File: src/rtl/bcd_pkg.sv
// rtl/bcd_pkg.sv - shared types and constants for the bcd_sched conversion scheduler
package bcd_pkg;

  typedef enum logic [1:0] {
    IDLE  = 2'd0,
    SHIFT = 2'd1,
    DONE  = 2'd2
  } bcd_sched_state_t;

  // Double-dabble correction: a digit of 5 or more would reach 10+ after the
  // next doubling, so it is pre-biased by 3 to carry into the next digit.
  localparam logic [3:0] BCD_ADJ_THRESH = 4'd5;
  localparam logic [3:0] BCD_ADJ_ADD    = 4'd3;

  // Number of decimal digits needed to represent 2^n-1 (n up to 63)
  function automatic int bcd_digits(input int n);
    longint unsigned v;
    int d;
    v = (64'd1 << n) - 64'd1;
    d = 0;
    for (int i = 0; i < 20; i++) begin
      if (v != 0) begin
        v = v / 10;
        d++;
      end
    end
    return (d == 0) ? 1 : d;
  endfunction

endpackage

File: src/rtl/bcd_digit_adj.sv
// rtl/bcd_digit_adj.sv - one-digit add-3 correction for the shift-and-add-3 engine
module bcd_digit_adj
  import bcd_pkg::*;
(
  input  logic [3:0] din,
  output logic [3:0] dout
);

  // Inputs are always <= 9, so the adjusted digit is at most 12 and fits 4 bits
  assign dout = (din >= BCD_ADJ_THRESH) ? din + BCD_ADJ_ADD : din;

endmodule

File: src/rtl/bcd_sched.sv
// rtl/bcd_sched.sv - round-robin scheduler sharing one iterative binary-to-BCD engine; BCD_SCHED_PERF_EN adds perf_done
module bcd_sched
  import bcd_pkg::*;
#(
  parameter int N    = 8,
  parameter int NREQ = 4
) (
  input  logic                                      clk,
  input  logic                                      rst,
  input  logic [NREQ-1:0]                           req_valid,
  input  logic [NREQ*N-1:0]                         req_data,
  output logic [NREQ-1:0]                           req_ready,
  output logic                                      rsp_valid,
  input  logic                                      rsp_ready,
  output logic [4*bcd_digits(N)-1:0]                rsp_bcd,
  output logic [((NREQ > 1) ? $clog2(NREQ) : 1)-1:0] rsp_id,
`ifdef BCD_SCHED_PERF_EN
  output logic [31:0]                               perf_done,
`endif
  output logic                                      busy
);

  localparam int D   = bcd_digits(N);
  localparam int SW  = 4 * D + N;
  localparam int IDW = (NREQ > 1) ? $clog2(NREQ) : 1;
  localparam int CW  = $clog2(N + 1);

  bcd_sched_state_t state, state_next;

  logic [SW-1:0]  sreg;
  logic [SW-1:0]  sreg_adj;
  logic [IDW-1:0] ptr;
  logic [IDW-1:0] ptr_next;
  logic [IDW-1:0] id_reg;
  logic [IDW-1:0] grant_idx;
  logic [IDW-1:0] scan_idx;
  logic [N-1:0]   grant_data;
  logic           grant_found;
  logic [CW-1:0]  cnt;
  logic           shift_last;
  int             scan_sum;

  // Rotating-priority search: first valid requester starting at ptr, wrapping
  always_comb begin
    grant_found = 1'b0;
    grant_idx   = '0;
    scan_sum    = 0;
    scan_idx    = '0;
    for (int i = 0; i < NREQ; i++) begin
      scan_sum = int'(ptr) + i;
      if (scan_sum >= NREQ) scan_sum = scan_sum - NREQ;
      scan_idx = IDW'(scan_sum);
      if (!grant_found && req_valid[scan_idx]) begin
        grant_found = 1'b1;
        grant_idx   = scan_idx;
      end
    end
  end

  // Data of the granted requester and the pointer value just past it
  always_comb begin
    grant_data = '0;
    for (int i = 0; i < NREQ; i++) begin
      if (IDW'(i) == grant_idx) grant_data = req_data[i*N +: N];
    end
    ptr_next = (int'(grant_idx) == NREQ - 1) ? '0 : grant_idx + 1'b1;
  end

  assign sreg_adj[N-1:0] = sreg[N-1:0];

  for (genvar k = 0; k < D; k++) begin : g_adj
    bcd_digit_adj u_adj (
      .din  (sreg[N+4*k +: 4]),
      .dout (sreg_adj[N+4*k +: 4])
    );
  end

  assign shift_last = (cnt == CW'(N - 1));

  // State register
  always_ff @(posedge clk) begin
    if (rst) state <= IDLE;
    else     state <= state_next;
  end

  // Next-state logic
  always_comb begin
    state_next = state;
    case (state)
      IDLE:    if (grant_found) state_next = SHIFT;
      SHIFT:   if (shift_last)  state_next = DONE;
      DONE:    if (rsp_ready)   state_next = IDLE;
      default: state_next = IDLE;
    endcase
  end

  // Datapath: load on grant, adjust-then-shift once per SHIFT cycle, hold in DONE
  always_ff @(posedge clk) begin
    if (rst) begin
      sreg   <= '0;
      id_reg <= '0;
      cnt    <= '0;
      ptr    <= '0;
    end else begin
      case (state)
        IDLE: begin
          if (grant_found) begin
            sreg   <= {{(4*D){1'b0}}, grant_data};
            id_reg <= grant_idx;
            cnt    <= '0;
            ptr    <= ptr_next;
          end
        end
        SHIFT: begin
          sreg <= sreg_adj << 1;
          cnt  <= cnt + 1'b1;
        end
        default: ;
      endcase
    end
  end

  // Outputs: grant only in IDLE and never while reset is held
  always_comb begin
    req_ready = '0;
    if (!rst && state == IDLE && grant_found) req_ready[grant_idx] = 1'b1;
    rsp_valid = (state == DONE);
    busy      = (state != IDLE);
    rsp_bcd   = sreg[SW-1:N];
    rsp_id    = id_reg;
  end

`ifdef BCD_SCHED_PERF_EN
  // Count of completed response handshakes, wrapping at 2^32
  always_ff @(posedge clk) begin
    if (rst)                        perf_done <= '0;
    else if (rsp_valid & rsp_ready) perf_done <= perf_done + 32'd1;
  end
`endif

endmodule

File: config.mk
export PLATFORM = sky130hd
export DESIGN_NAME = bcd_sched
export DESIGN_NICKNAME = d
export VERILOG_FILES = /design/src/rtl/bcd_pkg.sv /design/src/rtl/bcd_digit_adj.sv /design/src/rtl/bcd_sched.sv
export SDC_FILE = /design/constraint.sdc
export NUM_CORES = 1
export LEC_CHECK = 0
export BUFFER_PORTS_ARGS = -buffer_cell sky130_fd_sc_hd__buf_2
export CAP_MARGIN = 10
export CORE_MARGIN = 2
export CORE_UTILIZATION = 50
export DETAILED_ROUTE_END_ITERATION = 12
export GPL_ROUTABILITY_DRIVEN = 1
export MAX_ROUTING_LAYER = met4
export PLACE_DENSITY_LB_ADDON = 0.3
export SETUP_SLACK_MARGIN = 0.5
export SLEW_MARGIN = 20
export SYNTH_ARGS = -nofsm -noshare
export SYNTH_HDL_FRONTEND = slang
export SYNTH_SLANG_ARGS = --single-unit
export TNS_END_PERCENT = 5
File: constraint.sdc
create_clock -name clk -period 5.1 [get_ports clk]
set_input_delay 1.02 -clock clk [delete_from_list [all_inputs] [get_ports clk]]
set_output_delay 1.02 -clock clk [all_outputs]
set_load 0.03 [all_outputs]
; Yosys cells after proc, flatten, opt, wreduce, memory -nomap -nowiden
; Cells that the tools add are included.
[op_classes]
addsub = 12
reduce_logical = 17
order_cmp = 13
n_mux = 39
n_eq_ne = 10
[op_table]
columns = op, n
row1 = $pmux W20 S2, 1
row2 = $mux W8, 4
row3 = $mux W2, 12
row4 = $mux W20, 1
row5 = $mux W4, 4
row6 = $lt A2 B3 Y1 const B, 5
row7 = $ge A4 B3 Y1 const B, 3
row8 = $ge A3 B3 Y1 const B, 3
row9 = $mux W1, 9
row10 = $add A4 B2 Y4 const B, 2
row11 = $bmux W1 S2, 4
row12 = $pmux W4 S2, 1
row13 = $sub A2 B1 Y2 const B, 4
row14 = $add A2 B2 Y3 const B, 2
row15 = $logic_and A1 B1 Y1, 6
row16 = $pmux W2 S3, 1
row17 = $add A4 B1 Y4 const B, 1
row18 = $eq A2 B1 Y1 const B, 2
row19 = $eq A2 B2 Y1 const A, 2
row20 = $eq A4 B3 Y1 const B, 1
row21 = $logic_not A1 Y1, 4
row22 = $logic_not A2 Y1, 2
row23 = $ne A2 B2 Y1 const B, 2
row24 = $reduce_and A2 Y1, 2
row25 = other kinds (12), 13
[totals]
output_inout_bits = 20
input_bits = 39
elab_cells = 96
ff_bits = 30

; Longest topological paths before layout
; Gate-level depths: netlist of the first run.
[logic_depth]
depth_word = 21
ltp_mapped = 10
depth_no_buf = 9

; Cells and area by module
; A second synthesis of the first run with hierarchy kept.
[unflattened]
cells_unflattened = 268
area_unflattened_um2 = 2011.9
[by_module_without_submodules]
columns = module, seq_area_each_um2, n_inst, cells_each, area_per_inst_um2
row1 = bcd_sched, 600.6, 1, 220, 1707.9
row2 = bcd_digit_adj, 0.0, 3, 16, 101.3

; Worst setup path after synthesis of the first run
; Ideal clock, no wire load.
[synth_path]
path_type = input port to output port
start = input port req_valid[2]
end = output port req_ready[1]
arrival_time_ns = 2.861
cell_stages = 6
t_required_ns = 4.080
n_path_buf = 1
path_slack_ns = 1.219
path_cell_list = nor2b_1 -> a21boi_0 -> o31ai_1 -> ha_1 -> clkbuf_1 -> nor3b_1
[synth_via]
elab_chain_cells = 17
word_cells_on_any_way = 29
cone_classes = order compare (2) / mux (19) / reduce/logical (8)
[synth_rtl]
columns = element, line
row1 = from (decl), bcd_sched.sv:10  ; input logic [NREQ-1:0] req_valid,
row2 = $bmux W1 S2, bcd_sched.sv:53  ; if (!grant_found && req_valid[scan_idx]) begin
row3 = $mux W1 (implied by the code), bcd_sched.sv:53
row4 = $mux W1, bcd_sched.sv:53
row5 = $logic_not A1 Y1, bcd_sched.sv:53
row6 = $logic_and A1 B1 Y1, bcd_sched.sv:53
row7 = $mux W1, bcd_sched.sv:53
row8 = $logic_not A1 Y1, bcd_sched.sv:53
row9 = $logic_and A1 B1 Y1, bcd_sched.sv:53
row10 = $mux W1, bcd_sched.sv:53
row11 = $logic_not A1 Y1, bcd_sched.sv:53
row12 = $logic_and A1 B1 Y1, bcd_sched.sv:53
row13 = $mux W2, bcd_sched.sv:53
row14 = $lt A2 B3 Y1 (implied by the code) / $ge A2 B1 Y1 (equally long branches), bcd_sched.sv:126  ; if (!rst && state == IDLE && grant_found) req_ready[grant_idx] = 1'b1;
row15 = $logic_and A1 B1 Y1 (implied by the code), bcd_sched.sv:126
row16 = $mux W1 (implied by the code), bcd_sched.sv:126
row17 = $demux W1 S2, bcd_sched.sv:126
row18 = $mux W4 (*), bcd_sched.sv:126
row19 = to (decl), bcd_sched.sv:12  ; output logic [NREQ-1:0] req_ready,
; Every way passes the cells marked *; elsewhere a longest branch is shown, timed or not. The select of a mux whose other input is x is not followed.

; Worst setup path in the final report of the first run
; Ends and elaborated chain as after synthesis.

==> results of run 1 <==
-- flip-flops by register name, summed over array words and instances, names as in the netlist --
register and cells:
sreg 20, cnt 4, ptr 2, rsp_id 2, state 2
-- cell usage after synthesis (2+ instances only) --
cell	n	area share (%)
ha_1	11	7.5
o31ai_1	2	0.82
xnor2_1	3	1.4
nand2b_1	7	2.4
nor3_1	3	0.82
buf_4	14	5.7
nand2_1	7	1.4
a21oi_1	21	5.7
nor2_1	12	2.5
nor2b_1	6	2.0
a22oi_1	8	3.3
buf_2	3	0.82
o21ai_0	7	1.9
a221oi_1	6	2.9
clkbuf_1	3	0.61
dfxtp_1	30	33
nand3_1	9	2.5
xor2_1	3	1.4
nor3b_1	4	1.6
buf_1	3	0.61
mux2i_1	3	1.6
or3_1	6	2.0
a22o_1	8	3.8
o22ai_1	6	2.0
inv_1	11	2.3
-- layout make-up --
| class | count | area (sq um) | area share [%] |
|---|---|---|---|
| inverter | 11 | 41.3 | 1.93 |
| clock inverter | 1 | 5.00 | 0.234 |
| multi-input combinational | 151 | 1050 | 49.0 |
| sequential | 30 | 601 | 28.1 |
| tap | 48 | 60.1 | 2.81 |
| clock buffer | 7 | 86.3 | 4.03 |
| timing repair buffer | 59 | 298 | 13.9 |
-- through the flow --
stage / worst slack (ns) / instances / power [mW]
after floorplan: 1.22 / 215 / 0.390
after global placement: 1.45 / 299 / 0.427
after detailed placement: 1.40 / 299 / 0.428
after CTS: 1.40 / 307 / 0.626
after global routing: 1.18 / 307 / 0.657
final: 1.40 / 307 / 0.620
-- critical path, delay by kind of cell --
| kind | cells | cell delay, ns |
|---|---|---|
| compound gates | 2 | 0.52 |
| fa+ha+maj | 1 | 0.44 |
| buf+inv | 2 | 0.34 |
| simple gates | 2 | 0.35 |
-- report_power, final --
part | leakage [nW] | internal (mW) | switching, mW | total, mW
sequential | 0.245 | 0.253 | 0.0118 | 0.264
combinational | 0.655 | 0.0680 | 0.0911 | 0.159
clock | 0.0482 | 0.109 | 0.0874 | 0.196
-- metal layers --
layer  wire length (um)  part of all wire, %
met1               1760                   47
met2               1670                   45
met3                256                  6.9
met4                 29                 0.78
met5                  0                    0
-- path summary, 6_finish.rpt --
kind             endpoint  slack (ns)
max reg2reg       sreg[5]        2.58
min             rsp_id[1]        0.46
max          req_ready[1]        1.40
min reg2reg     rsp_id[1]        0.46
-- logic make-up (layout without fill, tap and decap cells) --
family | count (synthesis) | count (layout) | synth area share (%)
AO/OA/AOI/OAI | 67 | 67 | 24.8
AND/OR/NAND/NOR | 63 | 63 | 19.8
buffers and inverters | 34 | 78 | 10.0
flip-flops | 30 | 30 | 32.7
adder cells (fa/ha/maj) | 11 | 11 | 7.50
XOR/XNOR | 6 | 6 | 2.87
multiplexers | 4 | 4 | 2.25
==> flow_metrics.py, run 1 <==
metrics = {
    "status": {
        "status": "complete, no violations",
    },
    "synthesis": {
        "yosys_warnings": 0,
        "synth-edff-count": 0,
        "seq_area_frac_synth_pct": 32.7,
        "postSynthAreaPerCell_sq_um": 8.53,
        "synthCells": 215,
        "synthFlopType": "dfxtp_1",
        "syn_nets": 265,
        "ys_ff_latch": 30,
        "synthArstFlopShare_pct": 0,
        "netlist_area_sq_um": 1830,
        "synthDistinctLibCells": 44,
    },
    "pwr": {
        "vdd_drop_max_mv": 0.118,
        "power.density_nw_per_um2": 289,
        "p_leak_nw": 0.947,
    },
    "die": {
        "initial_utilization_pct": 50.9,
        "die_y_um": 64.6,
        "num_rows": 22,
        "dieArea_sq_um": 4170,
        "fp.dieW_um": 64.6,
        "ioPinCount": 59,
        "core_sq_um": 3610,
    },
    "worst_setup_path": {
        "crit_start": "req_valid[2]",
        "cp.required_ns": 4.08,
        "crit_path_max_incr_delay_ns": 0.44,
        "worst_ep_arrival_time_ns": 2.68,
        "critical_path.max_fanout": 11,
        "cpMostUsedCell": "buf_2",
        "cp-end-kind": "output port",
        "crit_slowest_cell": "ha_1",
        "path_cells": "buf_2 > nor2b_1 > a21boi_0 > o31ai_1 > ha_1 > nor3b_1 > buf_2",
        "reg2reg_from": "ptr[0]",
        "critPathKind": "input port to output port",
        "critPathLaunchType": "input port",
        "reg2reg_depth": 9,
    },
    "route": {
        "ant_nets": 0,
        "first_pass_iters": 4,
        "vias": 1667,
        "wl_per_cell_um": 12.1,
        "drtIter0Drc": 97,
        "avgViaCountPerCell": 5.43,
        "drc": 0,
        "routed_wl_um": 3720,
    },
    "min_path": {
        "holdPathStages": 2,
        "min_from": "rsp_id[1]",
        "hold_class": "flip-flop to flip-flop",
    },
    "global_route": {
        "antenna_found_initial": 0,
        "use_met3_pct": 4.69,
        "top_usage_layer": "met2",
        "grt_util_met1_pct": 24.9,
        "grtUsageMet2_pct": 31.1,
        "grt_pass1_vias": 1522,
        "track_usage_pct": 19.9,
        "grt_max_degree": 30,
        "grt.overflow.total": 0,
        "grt_pass1_wl_um": 6430,
    },
    "cells_and_area": {
        "fin_nets": 308,
        "final_cell_mix": "buf_2 (58), dfxtp_1 (30), a21oi_1 (21)",
        "antenna_cells": 0,
        "area_growth_pct": 16.7,
        "postLayoutCoreUtil_pct": 59.4,
        "final_cell_area_sq_um": 2140,
        "nFillCells": 356,
        "drive_gt1_share_pct": 27.4,
        "final_common_cell": "buf_2",
    },
    "timing": {
        "min_period_over_period_pct": 72.5,
        "skew_ns": 0.00172,
        "hold_viol": 0,
        "min_period_ns": 3.70,
        "whs_ns": 0.457,
        "tightest_slew_ns": 0.682,
        "final.setup.tns_ns": 0,
        "maxSlewHeadroom_pct": 54.5,
        "final-max-slew-violation-count": 0,
        "setup_viol": 0,
        "rsz0062_at_grt": "no",
        "fmax_ghz": 0.271,
    },
    "placement": {
        "placed_area_sq_um": 2050,
        "dp_hpwl_um": 2740,
        "gp_congestion": 0.756,
        "numPortBuffers": 58,
    },
    "clock_tree": {
        "ctsResizeCount": 0,
        "clk-insertion-delay-late_ns": 0.28,
        "clockBufferDepth": 2,
        "post_cts_buffers": 0,
        "root_buffer": "clkbuf_8",
        "cts.clk_slew.worst_paths_ns": 0.06,
        "hold_buffers": 0,
        "cts.htree.levels": 2,
        "cts_tree": "done",
        "numCtsBuffers": 5,
        "cts.sinks": 30,
    },
    "job": {
        "maxCapViolCount": 0,
    },
}
Power figures use the tool's default switching activity.
==> run 2, diff against run 1 <==
--- a/config.mk
+++ b/config.mk
@@ -8,7 +8,7 @@
 export BUFFER_PORTS_ARGS = -buffer_cell sky130_fd_sc_hd__buf_2
 export CAP_MARGIN = 10
 export CORE_MARGIN = 2
-export CORE_UTILIZATION = 50
+export CORE_UTILIZATION = 46
 export DETAILED_ROUTE_END_ITERATION = 12
 export GPL_ROUTABILITY_DRIVEN = 1
 export MAX_ROUTING_LAYER = met4
==> constraint.sdc (replaced) <==
create_clock -name clk -period 3.23 [get_ports clk]
set_input_delay 0.646 -clock clk [delete_from_list [all_inputs] [get_ports clk]]
set_output_delay 0.646 -clock clk [all_outputs]
set_load 0.03 [all_outputs]
==> run 2 against run 1 <==
  * Worst hold slack improved by 0.0053 ns
  * Total power rose by 65%
  * Final cell count rose by 1.3%
  * First-iteration DRC count fell by 47%
==> flow_metrics.py, run 2 (synthesis gave the netlist of run 1 again) <==
metrics = {
    "route": {
        "first_pass_iters": 4,
        "vias": 1698,
        "wl_per_cell_um": 13.1,
        "ant_nets": 0,
        "routed_wl_um": 4080,
        "drc": 0,
        "avgViaCountPerCell": 5.46,
        "drtIter0Drc": 51,
    },
    "timing": {
        "setup_viol": 0,
        "skew_ns": 0.00656,
        "hold_viol": 0,
        "final.setup.tns_ns": 0,
        "fmax_ghz": 0.365,
        "min_period_over_period_pct": 84.7,
        "rsz0062_at_grt": "no",
        "tightest_slew_ns": 0.653,
        "min_period_ns": 2.74,
        "final-max-slew-violation-count": 0,
        "maxSlewHeadroom_pct": 56.3,
        "layout_setup_ws_ns": 0.494,
    },
    "cells_and_area": {
        "multi_input_area_sq_um": 1140,
        "largest_reg_flops": 20,
        "biggestRegsByFlops": "sreg (20), cnt (4)",
        "final_cell_area_sq_um": 2260,
        "seq_area_sq_um": 601,
        "drive_gt1_share_pct": 33.5,
        "nFillCells": 345,
        "fin_nets": 312,
        "postLayoutCoreUtil_pct": 60.5,
        "final_common_cell": "buf_2",
        "antenna_cells": 0,
        "area_growth_pct": 23.4,
        "final_cell_mix": "buf_2 (56), dfxtp_1 (30), a21oi_1 (21)",
        "largest_register": "sreg",
    },
    "global_route": {
        "track_usage_pct": 18.7,
        "grtUsageMet2_pct": 31.7,
        "grt.overflow.total": 0,
        "top_usage_layer": "met2",
        "grt_max_degree": 30,
        "grt_util_met1_pct": 20.5,
        "grt_pass1_vias": 1522,
        "use_met3_pct": 5.17,
        "antenna_found_initial": 0,
        "grt_pass1_wl_um": 6200,
    },
    "die": {
        "num_rows": 22,
        "initial_utilization_pct": 49.0,
        "fp.dieW_um": 67.1,
        "core_sq_um": 3740,
        "ioPinCount": 59,
        "die_y_um": 67.1,
        "dieArea_sq_um": 4510,
    },
    "placement": {
        "placed_area_sq_um": 2090,
        "gp_congestion": 0.783,
        "dpl_worst_slack_ns": 0.323,
        "numPortBuffers": 58,
        "dp_hpwl_um": 2850,
    },
    "worst_setup_path": {
        "crit_slowest_cell": "a21boi_4",
        "cp.required_ns": 2.58,
        "rrSetupSlack_ns": 0.93,
        "critical_path.max_fanout": 6,
        "crit_buf_inv": 4,
        "critPathKind": "input port to output port",
        "path_cells": "buf_2 > nor2b_1 > a21boi_4 > o31ai_4 > inv_2 > ha_4 > inv_1 > nor3_2 > clkbuf_4",
        "worst_ep_arrival_time_ns": 2.09,
        "cpLargestDelayFamily": "buffers and inverters",
        "crit_path_max_incr_delay_ns": 0.26,
        "critPathLaunchType": "input port",
        "cp-end-kind": "output port",
    },
    "pwr": {
        "combPwrFrac_pct": 28.8,
        "clkPwrFrac_pct": 30.3,
        "switchingPower_mw": 0.322,
        "power_report.internal_total_mw": 0.703,
        "vdd_drop_max_mv": 0.182,
        "p_sw_share_pct": 31.4,
        "power.density_nw_per_um2": 453,
        "pwr-share-seq_pct": 40.9,
        "p_leak_nw": 0.975,
    },
    "clock_tree": {
        "cts.htree.levels": 2,
        "root_buffer": "clkbuf_8",
        "hold_buffers": 0,
        "cts_tree": "done",
        "cts.sinks": 30,
        "clockBufferDepth": 2,
        "post_cts_buffers": 0,
        "numCtsBuffers": 5,
        "clk-insertion-delay-late_ns": 0.29,
        "cts.clk_slew.worst_paths_ns": 0.06,
    },
    "status": {
        "status": "complete, no violations",
    },
    "min_path": {
        "hold_class": "flip-flop to flip-flop",
    },
    "job": {
        "maxCapViolCount": 0,
    },
}
==> run 2: through the flow <==
step                instances  total power [mW]  hold slack [ns]
floorplan                 215             0.617            0.432
global placement          303             0.684            0.444
detailed placement        303             0.689            0.458
CTS                       311              1.00            0.467
global route              311              1.08            0.487
finish                    311              1.02            0.463
==> run 2: timing repair <==
action	CTS	global route
resized for setup	4	16
setup endpoints to repair	3	3
cloned	0	0
pin swaps	1	1
endpoints found under the hold margin	0	0
==> run 2: layout make-up <==
type / count / area share, %
well taps: 48 / 2.65
clock buffers: 7 / 3.81
repair buffers: 63 / 14.7
inverters: 11 / 1.82
multi-input cells: 151 / 50.2
clock inverters: 1 / 0.221
flip-flops and latches: 30 / 26.5
==> run 2: power by group through the flow <==
stage / Sequential (mW) / Clock (mW) / Combinational (mW)
after global routing: 0.422 / 0.338 / 0.325
after floorplan: 0.426 / 0 / 0.191
after global placement: 0.424 / 0 / 0.261
final: 0.419 / 0.311 / 0.295
after detailed placement: 0.424 / 0 / 0.265
after CTS: 0.416 / 0.319 / 0.270
==> run 2: worst register-to-register path, delay by kind of cell (launching register included) <==
kind | cells | cell delay (ns)
AND/OR/NAND/NOR | 3 | 1.02
flip-flops | 1 | 0.34
adder cells (fa/ha/maj) | 1 | 0.18
buffers and inverters | 1 | 0.18
AO/OA/AOI/OAI | 4 | 0.51
==> run 2: path summary, 6_finish.rpt <==
path | endpoint | start | depth (start not counted)
worst max-delay path | req_ready[3] | req_valid[1] | 9
worst min-delay path | rsp_id[1] | rsp_id[1] | 2
worst max register to register | sreg[3] | ptr[0] | 9
worst min register to register | rsp_id[1] | rsp_id[1] | 2
==> run 2: per-layer routing <==
metal  part of all wire (%)  wire length, um
met4                    1.3               55
met3                    5.4              222
met5                      0                0
met1                     45             1830
met2                     48             1970
==> run 3, diff against run 2 <==
--- a/config.mk
+++ b/config.mk
@@ -8,7 +8,7 @@
 export BUFFER_PORTS_ARGS = -buffer_cell sky130_fd_sc_hd__buf_2
 export CAP_MARGIN = 10
 export CORE_MARGIN = 2
-export CORE_UTILIZATION = 46
+export CORE_UTILIZATION = 50
 export DETAILED_ROUTE_END_ITERATION = 12
 export GPL_ROUTABILITY_DRIVEN = 1
 export MAX_ROUTING_LAYER = met4
==> constraint.sdc (replaced) <==
create_clock -name clk -period 2.74 [get_ports clk]
set_input_delay 0.548 -clock clk [delete_from_list [all_inputs] [get_ports clk]]
set_output_delay 0.548 -clock clk [all_outputs]
set_load 0.03 [all_outputs]
==> run 3 against run 2 <==
  * Sequential cell count unchanged
  * Clock skew about the same
  * Final area increased by 7.1%
  * Global-route usage is 4.6 points higher
  * Total power up 26%
  * Critical path depth is 1 lower
  * Die area is 7.5% lower
  * Sequential power is 18% higher
  * First-iteration DRC count rose by 110%
  * Largest power group unchanged
  * Clock power grew 19%
  * Highest routed layer unchanged
  * Critical path type unchanged
  * Wire length rose by 16%
==> flow_metrics.py, run 3 (synthesis gave the netlist of run 1 again) <==
metrics = {
    "global_route": {
        "grt_pass1_wl_um": 7440,
        "track_usage_pct": 23.3,
        "grt_pass1_vias": 1703,
        "grt_max_degree": 30,
        "antenna_found_initial": 0,
        "grt.overflow.total": 0,
    },
    "timing": {
        "whs_ns": 0.455,
        "final.setup.tns_ns": 0,
        "maxSlewHeadroom_pct": 56.3,
        "tightest_slew_ns": 0.655,
        "layout_setup_ws_ns": 0.356,
        "min_period_over_period_pct": 87.0,
        "fmax_ghz": 0.420,
        "rsz0062_at_grt": "yes",
        "skew_ns": 0.00625,
        "min_period_ns": 2.38,
        "final-max-slew-violation-count": 0,
        "hold_viol": 0,
        "setup_viol": 0,
    },
    "route": {
        "highest_layer": "met4",
        "avgViaCountPerCell": 5.63,
        "wl_per_cell_um": 14.7,
        "routed_wl_um": 4730,
        "vias": 1806,
        "wl_met1_um": 1980,
        "drc": 0,
        "dr_wl_met2_um": 2350,
        "first_pass_iters": 4,
        "ant_nets": 0,
        "routed-wl-met3_um": 275,
        "drtIter0Drc": 107,
    },
    "worst_setup_path": {
        "critPathLaunchType": "input port",
        "cp-end-kind": "output port",
        "cpLargestDelayFamily": "buffers and inverters",
        "crit_start": "req_valid[2]",
        "crit_slowest_cell": "o31ai_4",
        "critPathKind": "input port to output port",
        "path_cells": "buf_8 > nor2b_4 > a21boi_4 > o31ai_4 > buf_4 > ha_4 > nor3b_2 > buf_4",
        "crit_path_max_incr_delay_ns": 0.26,
        "critical_path.max_fanout": 3,
        "worst_ep_arrival_time_ns": 1.84,
        "crit_buf_inv": 3,
        "cpMostUsedCell": "buf_4",
        "cp.required_ns": 2.19,
        "reg2reg_from": "ptr[1]",
    },
    "placement": {
        "dpl_worst_slack_ns": 0.0384,
        "gp_congestion": 0.776,
        "numPortBuffers": 58,
        "dp_hpwl_um": 2990,
    },
    "cells_and_area": {
        "area_growth_pct": 32.1,
        "final_common_cell": "buf_2",
        "postLayoutCoreUtil_pct": 67.2,
        "final_cell_mix": "buf_2 (51), dfxtp_1 (29), a21oi_1 (21)",
        "antenna_cells": 0,
        "largest_register": "sreg",
        "fin_nets": 322,
        "biggestRegsByFlops": "sreg (20), cnt (4)",
        "nFillCells": 297,
        "largest_reg_flops": 20,
        "drive_gt1_share_pct": 39.2,
    },
    "pwr": {
        "power.density_nw_per_um2": 533,
        "p_leak_nw": 1.05,
        "vdd_drop_max_mv": 0.399,
    },
    "clock_tree": {
        "clk-insertion-delay-late_ns": 0.28,
        "cts.sinks": 30,
        "cts.htree.levels": 2,
        "numCtsBuffers": 5,
        "hold_buffers": 0,
        "cts_tree": "done",
        "cts.clk_slew.worst_paths_ns": 0.06,
        "root_buffer": "clkbuf_8",
        "clockBufferDepth": 2,
    },
    "die": {
        "core_sq_um": 3610,
        "num_rows": 22,
        "initial_utilization_pct": 50.9,
        "ioPinCount": 59,
        "dieArea_sq_um": 4170,
        "fp.dieW_um": 64.6,
        "die_y_um": 64.6,
    },
    "min_path": {
        "hold_class": "flip-flop to flip-flop",
        "min_from": "rsp_id[1]",
    },
    "job": {
        "maxCapViolCount": 0,
    },
    "status": {
        "status": "complete, no violations",
    },
}
run 3: path summary, 6_finish.rpt:
check	to	slack [ns]	cells after the start
max	req_ready[0]	0.36	8
min	rsp_id[1]	0.46	2
max reg2reg	sreg[0]	0.45	10
min reg2reg	rsp_id[1]	0.46	2
run 3: final cells by class:
class / count / area [sq um] / share of cell area, %
Multi-Input combinational cell: 151 / 1190 / 49.3
Sequential cell: 30 / 602 / 24.8
Timing Repair Buffer: 73 / 435 / 18.0
Clock buffer: 7 / 86.3 / 3.56
Tap cell: 48 / 60.1 / 2.48
Inverter: 11 / 41.3 / 1.70
Clock inverter: 1 / 5.00 / 0.207
run 3: layer usage:
layer,GRT usage [%],up-vias
met1,27.0,823
met3,4.51,10
met4,7.71,0
met5,-,-
met2,40.5,89
li1,-,884
run 3: tightest hold or removal path, stage by stage, from the launching register on:
cell,delay [ns]
dfxtp_1,0.31
nand2_1,0.05
a21oi_1,0.05
run 3: metrics by stage:
step / area, sq um / std cells / total power, mW
4_1_cts: 2380 / 318 / 1.26
3_5_place_dp: 2120 / 302 / 0.822
6_report: 2420 / 321 / 1.29
2_1_floorplan: 1900 / 215 / 0.743
3_3_place_gp: 2120 / 302 / 0.818
5_1_grt: 2420 / 321 / 1.36
run 3: what timing repair did:
action / 4_1_cts / 5_1_grt
gates resized for setup: 24 / 8
buffers inserted: 8 / 3
setup endpoints to repair: 11 / 11
pin swaps: 4 / 3
run 3: report_power, final:
part           switching [mW]  leakage, nW  total (mW)  internal (mW)
Clock                   0.168       0.0482       0.370          0.202
Sequential             0.0255        0.245       0.496          0.471
Combinational           0.227        0.759       0.425          0.198
